File: src/rtl/fp32_pkg.sv
// Shared FP32 arithmetic-unit definitions: format constants, sequencer states and
// the radix-4 sign-magnitude digit used by both the Booth multiplier and the SRT divider.
package fp32_pkg;

  localparam int          FP32_BIAS    = 127;
  localparam logic [31:0] FP32_QNAN    = 32'h7FC0_0000;
  localparam logic [7:0]  FP32_INF_EXP = 8'hFF;

  localparam int          MANT_W     = 24;  // mantissa with hidden bit
  localparam int          ACC_W      = 50;  // signed partial-product accumulator
  localparam int          PP_SHIFT   = 22;  // alignment of each partial product in the accumulator
  localparam logic [3:0]  LAST_DIGIT = 4'd12;

  typedef enum logic [1:0] {IDLE, ITER, NORM, DONE} state_t;

  // Digit in {-2..2} as sign + magnitude; zero is always encoded with neg=0.
  typedef struct packed {
    logic       neg;
    logic [1:0] mag;
  } sm_digit_t;

  // Radix-4 Booth recoding of the window {y[2i+1], y[2i], y[2i-1]}.
  function automatic sm_digit_t booth_recode(input logic [2:0] window);
    sm_digit_t d;
    d = '0;
    case (window)
      3'b001, 3'b010: d = '{neg: 1'b0, mag: 2'd1};
      3'b011:         d = '{neg: 1'b0, mag: 2'd2};
      3'b100:         d = '{neg: 1'b1, mag: 2'd2};
      3'b101, 3'b110: d = '{neg: 1'b1, mag: 2'd1};
      default:        d = '0;
    endcase
    return d;
  endfunction

endpackage

File: src/rtl/booth4_pp_gen.sv
// Radix-4 Booth partial-product generator: recodes one multiplier window and forms
// |digit| x m_a; the sign travels separately in digit.neg for the accumulator to apply.
module booth4_pp_gen
  import fp32_pkg::*;
(
  input  logic [2:0]        window,
  input  logic [MANT_W-1:0] m_a,
  output sm_digit_t         digit,
  output logic [MANT_W+1:0] pp
);

  // NOTE: every output of a combinational block gets a default first, so no path
  // through the case can leave it unassigned and infer a latch.
  always_comb begin
    digit = booth_recode(window);
    pp    = '0;
    case (digit.mag)
      2'd1:    pp = {2'b00, m_a};
      2'd2:    pp = {1'b0, m_a, 1'b0};
      default: pp = '0;
    endcase
  end

endmodule

File: src/rtl/fp32_mul_booth4.sv
// Sequential FP32 multiplier: one radix-4 Booth digit per cycle, then normalize and
// round-to-nearest-even; fixed 15-cycle start-to-done latency, specials included.
module fp32_mul_booth4
  import fp32_pkg::*;
(
  input  logic        clk,
  input  logic        rst,
  input  logic        start,
  input  logic [31:0] a,
  input  logic [31:0] b,
  output logic        busy,
  output logic        done,
  output logic [31:0] product
);

  state_t                   state, state_nxt;
  logic [3:0]               cnt;
  logic [MANT_W-1:0]        m_a;
  logic [MANT_W+1:0]        mb_sr;
  logic signed [ACC_W-1:0]  acc;
  logic                     sticky, sign_r, special_r;
  logic signed [9:0]        exp_r;
  logic [31:0]              special_val_r;

  logic        accept, sign_in, special_in;
  logic        a_zero, b_zero, a_nan, b_nan, a_inf, b_inf;
  logic [31:0] special_val;

  assign accept  = (state == IDLE) && start;
  assign sign_in = a[31] ^ b[31];
  assign a_zero  = (a[30:23] == 8'h00);
  assign b_zero  = (b[30:23] == 8'h00);
  assign a_nan   = (a[30:23] == FP32_INF_EXP) && (a[22:0] != '0);
  assign b_nan   = (b[30:23] == FP32_INF_EXP) && (b[22:0] != '0);
  assign a_inf   = (a[30:23] == FP32_INF_EXP) && (a[22:0] == '0);
  assign b_inf   = (b[30:23] == FP32_INF_EXP) && (b[22:0] == '0);

  // Denormal operands have a zero exponent field and are treated as zero.
  always_comb begin
    special_in  = 1'b1;
    special_val = FP32_QNAN;
    if (a_nan || b_nan || (a_inf && b_zero) || (b_inf && a_zero))
      special_val = FP32_QNAN;
    else if (a_inf || b_inf)
      special_val = {sign_in, FP32_INF_EXP, 23'h0};
    else if (a_zero || b_zero)
      special_val = {sign_in, 31'h0};
    else
      special_in = 1'b0;
  end

  // NOTE: state is written with non-blocking assignments and cleared by the
  // asynchronous reset, so every flop samples its pre-edge inputs.
  always_ff @(posedge clk or negedge rst) begin
    if (!rst) state <= IDLE;
    else      state <= state_nxt;
  end

  always_comb begin
    state_nxt = state;
    case (state)
      IDLE:    if (accept) state_nxt = ITER;
      ITER:    if (cnt == LAST_DIGIT) state_nxt = NORM;
      NORM:    state_nxt = DONE;
      DONE:    state_nxt = IDLE;
      default: state_nxt = IDLE;
    endcase
  end

  always_comb begin
    busy = (state == ITER) || (state == NORM);
    done = (state == DONE);
  end

  // Booth step: add the signed partial product at the top, then shift right by 2;
  // the bits leaving the bottom are final product bits and only feed sticky.
  sm_digit_t         digit;
  logic [MANT_W+1:0] pp;
  logic [ACC_W-1:0]  pp_mag, addend;
  logic signed [ACC_W-1:0] acc_sum;

  booth4_pp_gen u_pp_gen (
    .window (mb_sr[2:0]),
    .m_a    (m_a),
    .digit  (digit),
    .pp     (pp)
  );

  assign pp_mag = {2'b00, pp, {PP_SHIFT{1'b0}}};

  always_comb begin
    addend = '0;
    if (digit.mag != 2'd0)
      addend = digit.neg ? (~pp_mag + ACC_W'(1)) : pp_mag;
  end

  assign acc_sum = acc + $signed(addend);

  // acc[43] holds product bit 47; the bits above it are always zero for a real product.
  logic                norm_hi, guard, rnd, stk, round_up;
  logic [43:0]         nv;
  logic [MANT_W-1:0]   mant;
  logic [MANT_W:0]     mant_rnd;
  logic [22:0]         frac;
  logic signed [9:0]   exp_n;
  logic [31:0]         result;

  always_comb begin
    norm_hi  = |acc[ACC_W-1:43];
    nv       = norm_hi ? acc[43:0] : {acc[42:0], 1'b0};
    mant     = nv[43:20];
    guard    = nv[19];
    rnd      = nv[18];
    stk      = (|nv[17:0]) | sticky;
    round_up = guard & (rnd | stk | mant[0]);
    mant_rnd = {1'b0, mant} + {{MANT_W{1'b0}}, round_up};
    exp_n    = exp_r + 10'(norm_hi) + 10'(mant_rnd[MANT_W]);
    frac     = mant_rnd[MANT_W] ? mant_rnd[23:1] : mant_rnd[22:0];
    if (special_r)              result = special_val_r;
    else if (exp_n >= 10'sd255) result = {sign_r, FP32_INF_EXP, 23'h0};
    else if (exp_n <= 10'sd0)   result = {sign_r, 31'h0};
    else                        result = {sign_r, exp_n[7:0], frac};
  end

  always_ff @(posedge clk or negedge rst) begin
    if (!rst) begin
      cnt           <= '0;
      m_a           <= '0;
      mb_sr         <= '0;
      acc           <= '0;
      sticky        <= 1'b0;
      sign_r        <= 1'b0;
      exp_r         <= '0;
      special_r     <= 1'b0;
      special_val_r <= '0;
      product       <= '0;
    end else if (accept) begin
      cnt           <= '0;
      m_a           <= {~a_zero, a[22:0]};
      mb_sr         <= {1'b0, ~b_zero, b[22:0], 1'b0};
      acc           <= '0;
      sticky        <= 1'b0;
      sign_r        <= sign_in;
      exp_r         <= 10'(a[30:23]) + 10'(b[30:23]) - 10'(FP32_BIAS);
      special_r     <= special_in;
      special_val_r <= special_val;
    end else if (state == ITER) begin
      acc    <= acc_sum >>> 2;
      sticky <= sticky | (|acc_sum[1:0]);
      mb_sr  <= mb_sr >> 2;
      cnt    <= cnt + 4'd1;
    end else if (state == NORM) begin
      product <= result;
    end
  end

endmodule

File: config.mk
export PLATFORM = sky130hd
export DESIGN_NAME = fp32_mul_booth4
export DESIGN_NICKNAME = d
export VERILOG_FILES = /design/src/rtl/fp32_pkg.sv /design/src/rtl/booth4_pp_gen.sv /design/src/rtl/fp32_mul_booth4.sv
export SDC_FILE = /design/constraint.sdc
export NUM_CORES = 1
export LEC_CHECK = 0
export ABC_AREA = 0
export ABC_CLOCK_PERIOD_IN_PS = 10800
export CORE_UTILIZATION = 56
export DETAILED_ROUTE_END_ITERATION = 7
export PLACE_DENSITY = 0.75
export RECOVER_POWER = 50
export SYNTH_ARGS = -nofsm -noshare
export SYNTH_HDL_FRONTEND = slang
export SYNTH_SLANG_ARGS = --single-unit
File: constraint.sdc
create_clock -name clk -period 10.8 [get_ports clk]
set_input_delay 2.7 -clock clk [delete_from_list [all_inputs] [get_ports clk]]
set_output_delay 2.7 -clock clk [all_outputs]
set_load 0.01 [all_outputs]
* Word-level counts from Yosys, hierarchy flattened *
Cells that the tools add are included.
Widths: inputs -> output; s select.

storage, ports and cells
  bits in registers = 183
  output and inout bits = 34
  ROM bits = 0
  bits in writable memories = 0
  input port bits = 67
  memories = 0
  logic and storage cells = 103
  latch bits = 0

operators by class
  reductions and logical operators = 29
  mux-type cells = 26
  bitwise gates (word level) = 11
  divide/modulo/power cells = 0
  add/subtract/negate cells = 8
  multipliers = 0
  shift-type cells = 0
  eq/ne operators = 16
  order comparisons = 2

operators by type and width
  kind                   number
  $mux 50                4
  $mux 32                4
  $mux 31                2
  $mux 26                2
  $add 50x1->50 const B  1
  $add 50x50->50         1
  $not 48->50            1
  $pmux 25 s2            1
  $logic_not 23->1       2
  $reduce_bool 23->1     2
  $mux 44                1
  $add 24x1->25          1
  $mux 23                1
  $add 10x1->10          2
  $reduce_or 18->1       1
  $eq 8x8->1 const B     2
  $logic_not 8->1        2
  $pmux 3 s4             1
  $ge 10x9->1 const B    1
  $le 10x1->1 const B    1
  $sub 9x7->10 const B   1
  $add 8x8->9            1
  $eq 3x3->1 const B     3
  $mux 4                 2
  other kinds (22)       52

* Logic depth before layout (Yosys ltp) *
Gate-level depths: netlist (run 1).

  depth after elaboration = 14
  mapped depth = 28
  mapped depth without buffers = 24

* Hierarchy *
A second synthesis (run 1) with hierarchy kept.

unflattened totals
  cell total of the unflattened synthesis = 1239
  area total of the unflattened synthesis = 10621.4 sq um

modules (own cells, without submodules)
  module           area each (sq um)  seq. area each (sq um)  cells each  times used
  fp32_mul_booth4  10213.5            3778.6                  1173        1
  booth4_pp_gen    407.9              0.0                     66          1

* Worst setup path after synthesis (run 1) *
Ideal clock, no wire load.

  path kind = register -> register
  start point = reg mb_sr[1]
  end point = reg acc[45]
  library setup time = 0.140 ns
  clock period less this slack = 5.390 ns
  required time = 10.660 ns
  buffers on the path = 4
  cell stages (with the launch flop) = 26
  slack = 5.410 ns
  arrival time = 5.250 ns
  cells stage by stage = dfrtp_1 -> nor2_1 -> nand2_1 -> o21a_1 -> ha_1 -> clkbuf_1 -> and2_1 -> clkbuf_1 -> clkbuf_1 -> buf_1 -> a22oi_1 -> ha_1 -> nand4_1 -> and2_1 -> xor2_1 -> nor2_1 -> ha_1 -> a21o_1 -> a221oi_2 -> nand2b_1 -> a32oi_1 -> a311oi_2 -> o31ai_1 -> or2_0 -> a2111oi_0 -> a211oi_1

between the ends
  cells in the longest elaborated chain, start to end = 12
  elaborated cells between the ends (all ways) = 20
  classes of those cells = 2 x add/sub; 8 x eq/ne; 6 x mux; 1 x bitwise; 3 x reduce/logical

RTL lines
  element                                   line                    text
  start: declaration                        fp32_mul_booth4.sv:19   logic [MANT_W+1:0] mb_sr;
  start signal: assignment                  fp32_mul_booth4.sv:140  mb_sr <= {1'b0, ~b_zero, b[22:0], 1'b0};
  start signal: assignment                  fp32_mul_booth4.sv:150  mb_sr <= mb_sr >> 2;
  $eq 3x3->1 (tied with other cells)        fp32_pkg.sv:26          case (window)
  $reduce_or 2->1                           fp32_pkg.sv:26
  $pmux 3 s4 *                              fp32_pkg.sv:26
  $eq 2x2->1 or $eq 2x1->1 (tied branches)  booth4_pp_gen.sv:17     case (digit.mag)
  $pmux 25 s2                               booth4_pp_gen.sv:17
  $not 48->50                               fp32_mul_booth4.sv:94   addend = digit.neg ? (~pp_mag + ACC_W'(1)) : pp_mag;
  $add 50x1->50                             fp32_mul_booth4.sv:94
  $mux 50                                   fp32_mul_booth4.sv:94
  $mux 50 *                                 fp32_mul_booth4.sv:93   if (digit.mag != 2'd0)
  $add 50x50->50 *                          fp32_mul_booth4.sv:97   assign acc_sum = acc + $signed(addend);
  $mux 50 *                                 fp32_mul_booth4.sv:147  end else if (state == ITER) begin
  $mux 50 *                                 fp32_mul_booth4.sv:137  end else if (accept) begin
  end signal: assignment                    fp32_mul_booth4.sv:148  acc <= acc_sum >>> 2;
  end: declaration                          fp32_mul_booth4.sv:20   logic signed [ACC_W-1:0] acc;

Mark *: on every way between the ends. The rest lies on a longest branch, timed or not. The select of a mux whose other input is x is not followed.
A chain may end at the register's enable or synchronous reset.

==> results.json, run 1 <==
{
  "peakVddDrop_mv": 0.180,
  "layout_setup_ws_ns": 4.44,
  "timing.rr.end": "product[13]",
  "layout-drive-gt1-share_pct": 4.50,
  "async_flop_share_pct": 100,
  "crit_required_ns": 11.26,
  "drt_iter0_markers": 614,
  "fin_util_pct": 66.8,
  "min_path_type": "register to register",
  "die_y_microns": 139,
  "syn_area_sq_um": 10500,
  "core.rowCount": 49,
  "synth-seq-cells": 151,
  "slowest_delay_ns": 3.01,
  "drc": 5,
  "place.detailed.hpwl_mm": 17.7,
  "synth-edff-count": 0,
  "postCtsSetupBuffers": 0,
  "seq_area_frac_synth_pct": 36.0,
  "crit_path_end_kind": "asynchronous set/reset pin",
  "io_pins": 101,
  "synth_flop_cell": "dfrtp_1",
  "fin_cells": 1539,
  "crit_chain": "clkbuf_1 > buf_4",
  "fin_nets": 1422,
  "wl_mm": 24.4,
  "antenna_found_initial": 0,
  "fin_setup_tns_ns": 0,
  "wl_per_cell_microns": 15.9,
  "regToRegStartpoint": "acc[44]",
  "worstPathMaxFanout": 85,
  "ff2ff_setup_slack_ns": 4.49,
  "setup.worst_path.start": "rst",
  "pre_cts_ws_ns": 4.64,
  "io_buffers": 100,
  "hold_depth": 2,
  "cts.sink_count": 151,
  "max_freq_mhz": 157,
  "holdPathEnd": "sign_r",
  "cts_tree": "built",
  "vias": 9061,
  "place_congestion": 0.887,
  "drt_first_pass_iters": 8,
  "outcome": "finished, violations left",
  "cts_max_path_buffers": 2,
  "path_buf_inv": 2,
  "die-width_microns": 139,
  "yosys_warnings": 0,
  "cp-start-kind": "primary input",
  "ant_nets": 0,
  "area_growth_pct": 15.6,
  "numCtsBuffers": 17,
  "start_util_pct": 57.8,
  "synth.distinct_cells": 78,
  "worst_slew_pin_slew_ns": 4.37,
  "min_period_ns": 6.36,
  "relSlewSlack_pct": -191,
  "syn_nets": 1362,
  "reg2reg_depth": 20,
  "htree_levels": 4,
  "grt_usage_pct": 26.7,
  "final-max-slew-violation-count": 232,
  "finClkSkew_ns": 0.00885,
  "clk_transition_reported_paths_ns": 0.07,
  "powerDensity_nw_per_um2": 322,
  "critPathKind": "primary input to asynchronous set/reset pin",
  "cts_hold_buffers": 0,
  "via_per_inst": 5.89,
  "synth_area_per_cell_sq_um": 8.48,
  "rsz0062_at_grt": "no",
  "cpMaxStageDelayCell": "clkbuf_1",
  "overflow": 0,
  "cts_resized": 0,
  "timing_hold_violations_final": 0,
  "grt_pass1_vias": 8524,
  "grt_pass1_wl_mm": 42.1,
  "grt_max_degree": 92,
  "clockRootBuffer": "clkbuf_16",
  "placed_cells": 1507,
  "path_delay_family": "buffers and inverters",
  "finalSetupViolations": 0,
  "n_antenna_cell": 0,
  "core_area_sq_um": 18100,
  "min_period_over_period_pct": 58.9,
  "synth_cells": 1237,
  "arrival_ns": 6.82,
  "min_from": "sign_r",
  "p_leak_nw": 5.36,
  "cap_violations": 4,
  "dieArea_sq_um": 19300,
  "clk_latency_ns": 0.43,
  "violations": "DRC, capacitance limit, slew limit"
}
cell usage in the layout (no fill, tap or decap), types with 19 or more instances in the layout:
| master | n |
|---|---|
| a22oi_1 | 19 |
| nor2_1 | 118 |
| nor3_1 | 19 |
| dfrtp_1 | 151 |
| o21ai_0 | 93 |
| nand3_1 | 41 |
| nand2_1 | 182 |
| xor2_1 | 48 |
| a21oi_1 | 64 |
| ha_1 | 54 |
| xnor2_1 | 36 |
| mux2i_1 | 64 |
| inv_1 | 52 |
| clkdlybuf4s50_1 | 98 |
final cells by class:
class | instances | area, sq um
inverter | 53 | 199
multi-input combinational | 969 | 6280
clock inverter | 13 | 111
clock buffer | 19 | 443
timing repair buffer | 105 | 1020
fill | 1567 | 6020
sequential | 151 | 3780
tap | 229 | 287
kinds of logic (layout without fill, tap and decap cells):
| logic type | count (synthesis) | in the layout | share of synthesized area (%) |
|---|---|---|---|
| simple gates | 466 | 466 | 21.1 |
| xor+xnor | 85 | 85 | 7.17 |
| fa+ha+maj | 58 | 58 | 7.13 |
| mux | 67 | 67 | 6.46 |
| compound gates | 293 | 293 | 17.9 |
| flops | 151 | 151 | 36.0 |
| buf+inv | 117 | 190 | 4.25 |
flip-flops by register name, indices dropped and copies added (netlist names), 2 cells and up:
name and cells:
acc 48, cnt 4, exp_r 10, m_a 24, mb_sr 25, product 32, special_val_r 3, state 2
power breakdown:
group          total [mW]  switching [mW]  internal [mW]
clock network       0.568           0.261          0.306
logic                2.30            1.35          0.953
registers            1.03           0.245          0.787
worst register-to-register path, delay by kind of cell, from the launching register on:
family,cells,cell delay (ns)
xor+xnor,1,0.22
fa+ha+maj,3,1.01
buf+inv,1,0.72
compound gates,4,0.57
flops,1,0.43
simple gates,11,3.25
metrics by stage:
| stage | area, sq um | total power, mW | hold WS (ns) |
|---|---|---|---|
| floorplan | 10500 | 2.74 | 0.445 |
| global placement | 11600 | 3.24 | 0.462 |
| detailed placement | 11600 | 3.31 | 0.464 |
| CTS | 12100 | 3.89 | 0.481 |
| global route | 12100 | 4.24 | 0.506 |
| finish | 12100 | 3.90 | 0.478 |
cell usage after synthesis, drive strengths merged (4+ instances only):
cell,count,share of area (%)
a211oi,10,0.83
a21boi,4,0.29
a21o,18,1.3
a21oi,64,3.1
a22o,9,0.75
a22oi,19,1.4
a31oi,12,0.86
and2,8,0.48
and3,17,1.0
buf,16,0.63
clkbuf,48,1.7
dfrtp,151,36
ha,55,6.6
inv,52,1.9
mux2i,64,6.1
nand2,185,6.7
nand2b,6,0.36
nand3,43,2.1
nand4,15,0.89
nor2,119,4.4
nor2b,8,0.48
nor3,20,1.1
nor3b,5,0.57
nor4,16,1.2
o211ai,9,0.64
o21ai,95,4.5
o21bai,7,0.50
o22a,5,0.42
o22ai,11,0.66
o31ai,7,0.50
or3,4,0.24
or4,5,0.39
xnor2,37,3.2
xor2,48,4.0
worst max-delay path by stage:
| stage | depth (start not counted) | to | slack, ns |
|---|---|---|---|
| final | 2 | m_a[10] | 4.44 |
| after CTS | 20 | product[13] | 4.61 |
| after detailed placement | 20 | product[13] | 4.64 |
| after global routing | 2 | m_a[9] | 3.48 |
| after floorplan | 25 | acc[45] | 5.41 |
| after global placement | 20 | product[13] | 4.86 |
routing by layer:
| metal | share of wire [%] | vias to the layer above | routed length, microns | track usage, % |
|---|---|---|---|---|
| li1 | - | 4495 | - | - |
| met1 | 48 | 4298 | 11700 | 38.1 |
| met2 | 47 | 245 | 11400 | 43.0 |
| met3 | 4.4 | 23 | 1060 | 3.42 |
| met4 | 1.2 | 0 | 282 | 7.02 |
| met5 | 0 | - | 0 | 0 |
Note: power is estimated with default switching activity, not from simulation.
==> run 2, diff against run 1 <==
Settings changed: ABC_CLOCK_PERIOD_IN_PS 10800 to 6600.
Clock period 10.8 ns to 6.6 ns, I/O delays scaled along.
==> results.json, run 2 (synthesized netlist as in run 1, its figures left out) <==
{
  "outcome": "finished, violations left",
  "violations": "DRC, capacitance limit, slew limit",
  "die_y_microns": 139,
  "dieArea_sq_um": 19300,
  "top_register": "acc",
  "clk_latency_ns": 0.44,
  "wl_per_cell_microns": 15.8,
  "max_freq_mhz": 175,
  "final-max-slew-violation-count": 343,
  "numCtsBuffers": 17,
  "fin_cells": 1542,
  "place.detailed.hpwl_mm": 17.8,
  "core.rowCount": 49,
  "timing_hold_violations_final": 0,
  "cts.sink_count": 151,
  "layout-drive-gt1-share_pct": 4.80,
  "final_cell_mix": "nand2_1 (182), dfrtp_1 (151), nor2_1 (118)",
  "overflow": 0,
  "layout_setup_ws_ns": 0.877,
  "rsz0062_at_grt": "no",
  "min_period_ns": 5.72,
  "htree_levels": 4,
  "drt_first_pass_iters": 8,
  "multi_input_area_sq_um": 6280,
  "path_delay_family": "simple AND/OR/NAND/NOR gates",
  "grt_pass1_wl_mm": 41.7,
  "clk_transition_reported_paths_ns": 0.07,
  "seq_area_sq_um": 3780,
  "finClkSkew_ns": 0.00847,
  "cts_tree": "built",
  "crit_path_end_kind": "register",
  "largest_reg_flops": 48,
  "area_growth_pct": 16.3,
  "grt_usage_pct": 26.4,
  "critPathKind": "register to register",
  "ant_nets": 0,
  "powerDensity_nw_per_um2": 531,
  "peakVddDrop_mv": 0.286,
  "relSlewSlack_pct": -160,
  "core_area_sq_um": 18100,
  "n_antenna_cell": 0,
  "crit_required_ns": 6.84,
  "crit_chain": "or4_4 > nor2_8 > nand2_1 > nand2_1 > ha_1 > nand3_1 > a2111o_1 > nor3_4 > and3_1 > fa_1 > ha_1 > xor2_1 > nand4_1 > or3_1 > o31a_1 > nor3b_4 > nand3_1 > nand3b_1 > o21ai_0",
  "io_pins": 101,
  "antenna_found_initial": 0,
  "arrival_ns": 5.96,
  "wl_mm": 24.4,
  "worst_slew_pin_slew_ns": 3.90,
  "pre_cts_ws_ns": 0.994,
  "die-width_microns": 139,
  "cp-start-kind": "register",
  "slowest_delay_ns": 0.61,
  "largestRegisters": "acc: 48 flops, product: 32 flops, mb_sr: 25 flops",
  "grt_pass1_vias": 8404,
  "fin_util_pct": 67.3,
  "via_per_inst": 5.78,
  "grt_max_degree": 110,
  "path_buf_inv": 0,
  "layout_commonest_cell": "nand2_1",
  "place_congestion": 0.901,
  "start_util_pct": 57.8,
  "cts_max_path_buffers": 2,
  "drt_iter0_markers": 502,
  "min_path_type": "register to register",
  "cts_resized": 0,
  "cap_violations": 5,
  "drc": 4,
  "fin_nets": 1425,
  "cpMaxStageDelayCell": "or4_4",
  "cts_hold_buffers": 0,
  "vias": 8913,
  "worstPathMaxFanout": 18,
  "clockRootBuffer": "clkbuf_16",
  "placed_cells": 1510,
  "p_leak_nw": 5.40,
  "min_period_over_period_pct": 86.7,
  "finalSetupViolations": 0,
  "fill_cells": 1540,
  "io_buffers": 100,
  "fin_setup_tns_ns": 0,
  "postCtsSetupBuffers": 0
}
run 2: cell count changes in the layout (fill, tap and decap cells not counted), sizes merged:
| cell | before | now |
|---|---|---|
| buf | 3 | 5 |
| bufinv | 0 | 2 |
| clkbuf | 22 | 23 |
| clkinvlp | 3 | 2 |
| inv | 58 | 57 |
run 2: worst min-delay path, delay by kind of cell (launching register included):
family           cells  cell delay, ns
flip-flops           1            0.35
AND/OR/NAND/NOR      2            0.10
run 2: metal layers:
metal | up-vias | GRT usage [%] | part of all wire, % | wire, microns
met5 | - | 0 | 0 | 0
met3 | 17 | 3.94 | 4.1 | 1010
met2 | 209 | 43.3 | 47 | 11400
met4 | 0 | 5.67 | 0.87 | 212
met1 | 4179 | 37.2 | 48 | 11700
li1 | 4508 | - | - | -
run 2: power breakdown:
part,internal [mW],switching (mW)
registers,1.29,0.406
logic,1.58,2.19
clock network,0.588,0.424
total,3.46,3.02
run 2: final cells by class:
class | instances | area share (%)
Clock buffer | 19 | 3.71
Clock inverter | 13 | 1.30
Inverter | 53 | 1.63
Multi-Input combinational cell | 969 | 51.5
Sequential cell | 151 | 31.0
Tap cell | 229 | 2.35
Timing Repair Buffer | 108 | 8.56
run 2: per-stage QoR:
step,cell area [sq um],power (mW),hold slack [ns]
floorplan,10500,4.48,0.445
global placement,11600,5.34,0.462
detailed placement,11600,5.43,0.465
CTS,12200,6.46,0.486
global route,12200,7.02,0.520
finish,12200,6.48,0.486
run 2: final timing paths:
path                                        start                 to  slack [ns]  cells after the start
worst min-delay path            special_val_r[22]  special_val_r[22]        0.49                      2
max in group asynchronous                     rst             m_a[8]        1.41                      2
worst max register to register            acc[44]        product[13]        0.88                     19
worst min register to register  special_val_r[22]  special_val_r[22]        0.49                      2
worst max-delay path                      acc[44]        product[13]        0.88                     19
min in group asynchronous                     rst        product[30]        2.03                      1
==> run 3, diff against run 2 <==
Settings changed: CORE_ASPECT_RATIO set to 1.25, CTS_CLUSTER_DIAMETER set to 30.
==> results.json, run 3 (synthesized netlist as in run 1, its figures left out) <==
{
  "outcome": "finished, violations left",
  "violations": "capacitance limit, slew limit",
  "drt_first_pass_iters": 5,
  "setup.worst_path.start": "acc[44]",
  "cap_violations": 6,
  "layout-drive-gt1-share_pct": 4.65,
  "core.rowCount": 55,
  "peakVddDrop_mv": 0.284,
  "max_freq_mhz": 172,
  "p_leak_nw": 5.38,
  "reg2reg_depth": 19,
  "grt_max_degree": 115,
  "powerDensity_nw_per_um2": 526,
  "fin_setup_tns_ns": 0,
  "io_pins": 101,
  "io_buffers": 100,
  "wl_per_cell_microns": 15.5,
  "finClkSkew_ns": 0.00985,
  "overflow": 0,
  "cpMaxStageDelayCell": "or4_4",
  "finalPower_mw": 6.38,
  "layout_commonest_cell": "nand2_1",
  "place_congestion": 0.862,
  "wl_mm": 23.9,
  "crit_chain": "or4_4 > nor2_8 > nand2_1 > nand2_1 > ha_1 > nand3_1 > a2111o_1 > nor3_4 > and3_1 > fa_1 > ha_1 > nand3_1 > xor2_1 > or3_1 > o31a_1 > nor3b_4 > nand3_1 > nand3b_1 > o21ai_0",
  "cts_tree": "built",
  "drc": 0,
  "p_switching_mw": 2.99,
  "clk_latency_ns": 0.43,
  "postCtsSetupBuffers": 0,
  "swShare_pct": 46.8,
  "dieArea_sq_um": 19300,
  "ant_nets": 0,
  "rsz0062_at_grt": "no",
  "vias": 8867,
  "cp-start-kind": "register",
  "largest_reg_flops": 48,
  "timing.rr.end": "product[13]",
  "ff2ff_setup_slack_ns": 0.80,
  "cts.sink_count": 151,
  "die_y_microns": 155,
  "relSlewSlack_pct": -146,
  "drt_iter0_markers": 486,
  "via_per_inst": 5.75,
  "clockRootBuffer": "clkbuf_16",
  "combPwrFrac_pct": 59.1,
  "intPower_mw": 3.40,
  "p_seq_share_pct": 26.3,
  "critPathKind": "register to register",
  "cp_common_cell": "nand3_1",
  "die-width_microns": 124,
  "area_growth_pct": 15.7,
  "worstPathMaxFanout": 18,
  "crit_required_ns": 6.93,
  "arrival_ns": 6.13,
  "worst_slew_pin_slew_ns": 3.69,
  "top_register": "acc",
  "min_path_type": "register to register",
  "n_antenna_cell": 0,
  "whs_ns": 0.490,
  "start_util_pct": 57.5,
  "fin_util_pct": 66.6,
  "antenna_found_initial": 0,
  "cts_hold_buffers": 0,
  "regToRegStartpoint": "acc[44]",
  "cts_resized": 0,
  "clk_transition_reported_paths_ns": 0.07,
  "place.detailed.hpwl_mm": 17.5,
  "fin_nets": 1425,
  "grt_usage_pct": 26.2,
  "numCtsBuffers": 17,
  "min_period_ns": 5.80,
  "timing_hold_violations_final": 0,
  "p_clk_share_pct": 14.5,
  "critPathCapture": "product[13]",
  "htree_levels": 4,
  "final-max-slew-violation-count": 352,
  "cts_max_path_buffers": 2,
  "final_cell_mix": "nand2_1 (183), dfrtp_1 (151), nor2_1 (118)",
  "min_period_over_period_pct": 87.9,
  "slowest_delay_ns": 0.61,
  "core_area_sq_um": 18200,
  "finalSetupViolations": 0,
  "largestRegisters": "acc: 48 flops, product: 32 flops, mb_sr: 25 flops",
  "crit_path_end_kind": "register",
  "grt_pass1_wl_mm": 41.7,
  "grt_pass1_vias": 8645
}
run 3: metrics by stage:
stage / cells / setup slack [ns] / instance area [sq um]
2_1_floorplan: 1237 / 1.21 / 10500
3_3_place_gp: 1509 / 1.09 / 11600
3_5_place_dp: 1509 / 0.935 / 11600
4_1_cts: 1541 / 0.903 / 12200
5_1_grt: 1541 / 0.322 / 12100
6_report: 1541 / 0.796 / 12100
run 3: routing by layer:
| metal | GRT usage (%) | wire, microns | vias up |
|---|---|---|---|
| met5 | 0 | 0 | - |
| met4 | 8.32 | 426 | 0 |
| met3 | 3.75 | 647 | 35 |
| met2 | 45.3 | 11700 | 184 |
| met1 | 33.9 | 11000 | 4140 |
| li1 | - | - | 4508 |
run 3: worst min-delay path by stage:
stage                     slack (ns)               from  cells after the start                end
final                           0.49             sign_r                      2             sign_r
after global routing            0.51  special_val_r[22]                      2  special_val_r[22]
after CTS                       0.49             sign_r                      2             sign_r
after detailed placement        0.47             sign_r                      2             sign_r
after global placement          0.46  special_val_r[22]                      2  special_val_r[22]
after floorplan                 0.45             sign_r                      2             sign_r
run 3: power by group through the flow:
| stage | clock network (mW) | logic [mW] | registers, mW |
|---|---|---|---|
| after floorplan | 0 | 2.89 | 1.59 |
| after global placement | 0 | 3.65 | 1.67 |
| after detailed placement | 0 | 3.72 | 1.69 |
| after CTS | 0.950 | 3.76 | 1.67 |
| after global routing | 0.990 | 4.26 | 1.73 |
| final | 0.928 | 3.77 | 1.68 |
run 3: critical path: cells and delay by family, from the launching register on:
kind | cells | cell delay, ns
flops | 1 | 0.43
simple gates | 12 | 3.50
fa+ha+maj | 3 | 0.81
xor+xnor | 1 | 0.24
compound gates | 3 | 0.72
run 3: area by class of cell:
cell class | count | area [sq um]
Fill cell | 1525 | 6100
Sequential cell | 151 | 3780
Tap cell | 228 | 285
Clock buffer | 19 | 453
Timing Repair Buffer | 108 | 1040
Multi-Input combinational cell | 969 | 6270
Clock inverter | 13 | 110
Inverter | 53 | 199
==> edit: new RTL, config.mk and constraints of run 1 <==
Re-encode `state_t` (4 states) as one-hot, 4 bits wide.
--- a/src/rtl/fp32_pkg.sv
+++ b/src/rtl/fp32_pkg.sv
@@ -11,7 +11,7 @@
   localparam int          PP_SHIFT   = 22;  // alignment of each partial product in the accumulator
   localparam logic [3:0]  LAST_DIGIT = 4'd12;
 
-  typedef enum logic [1:0] {IDLE, ITER, NORM, DONE} state_t;
+  typedef enum logic [3:0] {IDLE = 4'b0001, ITER = 4'b0010, NORM = 4'b0100, DONE = 4'b1000} state_t;
 
   // Digit in {-2..2} as sign + magnitude; zero is always encoded with neg=0.
   typedef struct packed {
Behaviour: same outputs for any inputs over 10 cycles, from zero or initial values and one cycle with rst low; not proved beyond that.
==> edit against run 1 <==
  * The flow finishes with violations (capacitance limit, slew limit)
  * Setup slack better by 0.011 ns
  * Area after synthesis down 2.4%
  * Wire length up 0.16%
  * Cell area down 2.1%
  * Critical path type is now register to register
  * Sequential cell count up 2
  * Register-to-register slack worse by 0.04 ns
  * First-iteration DRC count up 9.9%
  * Total power down 4.1%
  * Non-clock buffer count unchanged
  * Largest cell class unchanged
  * Count of clock-buffer cells in the layout unchanged
==> edit: results (changes against run 1) <==
** Synth
- Ranked by total cell area, the synthesized netlist is headed by dfrtp_1 37%, nand2_1 11%, ha_1 6.1%.
- Mapped Nets :: 1385 (+1.7%)
- Top post-synthesis cells by count :: 289 x nand2_1, 152 x dfrtp_1, 104 x nor2_1
- Leading register cell type out of synthesis :: dfrtp_1
- The number of warnings reported in the yosys synthesis log was 0 (unchanged).
- The number of synthesized flops with an enable pin came to 0 (unchanged).
- Number of different library cells in the post-synthesis netlist :: 63 (-19%)
- The post-synthesis async set-or-reset flop share came to 100% (unchanged).
- Sequential cell area fraction in the yosys report :: 37.4% (+1.4 points)

** GRT
- The met3 track demand over resource in global routing was 4.01% (+0.59 points).
- Global-route usage over all layers :: 27.4% (+0.68 points)
- The initial antenna violation count is 0 (unchanged).
- The largest net degree at the start of global routing came to 112 (+22%).
- The met2 track demand over resource is 43.2% (+0.23 points).
- First-pass GRT wire length :: 40900 microns (-2.9%)
- The via count of the first global-routing pass is 8334 (-2.2%).
- The met1 capacity usage during global routing was 39.3% (+1.3 points).

** Place
- The cell area after placement came to 11300 sq um (-2.6%).
- The post-DP HPWL came to 17400 microns (-1.6%).
- # port buffers :: 100 (unchanged)
- GP Congestion :: 0.889 (+0.23%)
- Pre-CTS setup slack :: 4.51 ns (-0.128 ns)

** Detailed routing
- The routed length per instance was 15.7 microns (-1.1%).
- The detailed-router iteration count before antenna repair was 5 (-3).
- The total number of vias is 9044 (-0.19%).
- The DRC violation total after the first TritonRoute iteration was 675 (+9.9%).

** Clock network
- Clock latency on the worst-skew pair :: 0.44 ns
- The maximum buffer depth of the clock tree is 2 (unchanged).
- Count of H-tree levels built during CTS :: 4 (unchanged)
- Number of buffers created by CTS :: 17 (unchanged)
- Clock slew seen by the registers of the worst setup and hold paths :: 0.07 ns (about the same)
- Total setup buffers inserted after CTS :: 0 (unchanged)
- The post-cts repair resize count is 0 (unchanged).
- Clock tree synthesis selected as its root buffer the cell clkbuf_16.

** Critical path
- Peak fanout along the critical path :: 31 (-64%)
- Max stage delay on crit path :: 0.76 ns (-2.25 ns)
- The arrival time of the worst setup path was 6.71 ns (-0.11 ns).
- Slowest stage cell, crit path :: nor2_1
- Among cell families on the critical path, the largest total delay comes from simple AND/OR/NAND/NOR gates.

** Layout
- The number of antenna repair diodes was 0 (unchanged).
- Number of inserted filler cells in the final layout :: 1528 (-2.5%)
- Fraction of final layout cells sized beyond drive strength 1 :: 3.99% (-0.52 points)
- The largest registers in the layout are acc x48, product x32, mb_sr x25.

** Timing
- The setup TNS came to 0 ns (unchanged).
- Measured slew at the worst slew-check pin :: 3.87 ns (-0.502 ns)
- Number of pins exceeding their max-slew limit in the final report :: 170 (-27%)
- Worst Skew :: 0.00875 ns (-0.000101 ns)

** Flow run
- The number of maximum-capacitance constraint violations came to 2 (-2).

** Status
- Violated checks :: capacitance limit, slew limit
- Outcome :: finished with violations

** Power and ir drop
- The peak ir drop on the vdd network is 0.171 mV (-4.8%).
- Leakage power of the design :: 5.26 nW (-1.8%)

** Hold path
- Path type of the worst min-delay path :: register to register
==> edit: cell types whose count changed in the layout (fill, tap and decap cells not counted), moves of 12 or more <==
| cell | delta |
|---|---|
| inv_1 | -28 |
| a31oi_1 | +16 |
| a21oi_1 | +12 |
| mux2i_1 | -55 |
| nand2_1 | +107 |
| o21ai_0 | -26 |
| nor2_1 | -15 |
==> edit: metrics by stage <==
stage	hold WS [ns]	total power [mW]	util, %	cells
2_1_floorplan	0.445	2.64	-	1265
4_1_cts	0.486	3.72	66.2	1558
3_5_place_dp	0.470	3.09	62.8	1527
6_report	0.481	3.74	66.1	1558
5_1_grt	0.506	4.05	66.1	1558
3_3_place_gp	0.460	3.06	62.8	1527
==> edit: metal layers <==
| layer | up-vias | part of all wire, % |
|---|---|---|
| met5 | - | 0 |
| met4 | 0 | 0.99 |
| met3 | 23 | 4.9 |
| met2 | 252 | 46 |
| met1 | 4224 | 48 |
| li1 | 4545 | - |
==> edit: layout make-up <==
| cell class | count | area, sq um | area share [%] |
|---|---|---|---|
| multi-input cells | 1016 | 6040 | 50.9 |
| flip-flops and latches | 153 | 3830 | 32.3 |
| repair buffers | 105 | 1020 | 8.63 |
| clock buffers | 19 | 433 | 3.65 |
| well taps | 229 | 287 | 2.41 |
| clock inverters | 12 | 165 | 1.39 |
| inverters | 24 | 90.1 | 0.759 |
==> edit: report_power, final <==
group | internal (mW) | leakage [nW] | switching [mW] | total [mW]
sequential | 0.740 | 1.99 | 0.220 | 0.960
clock | 0.367 | 0.287 | 0.256 | 0.623
combinational | 0.844 | 2.98 | 1.32 | 2.16
==> edit: logic make-up (layout without fill, tap and decap cells) <==
family / count (synthesis) / in the layout / share of synthesized area, %
DFF: 153 / 153 / 37.4
xor gates and xnor gates: 87 / 87 / 7.44
AOI/OAI and AO/OA: 311 / 311 / 19.3
and+or+nand+nor: 554 / 554 / 24.3
muxes: 11 / 11 / 1.10
buffers and inverters: 96 / 160 / 3.76
adders and majority gates: 53 / 53 / 6.70
==> edit: final timing paths <==
check / start / end / slack [ns] / depth (start not counted)
worst max register to register: acc[43] / product[21] / 4.45 / 20
worst min-delay path: product[2] / product[2] / 0.48 / 2
worst max-delay path: acc[43] / product[21] / 4.45 / 20
min in group asynchronous: rst / product[29] / 3.54 / 1
max in group asynchronous: rst / m_a[9] / 4.76 / 2
worst min register to register: product[2] / product[2] / 0.48 / 2
==> edit: tightest hold or removal path, delay by kind of cell (launching register included) <==
family,cells,cell delay (ns)
AND/OR/NAND/NOR,1,0.05
AO/OA/AOI/OAI,1,0.06
flip-flops,1,0.34
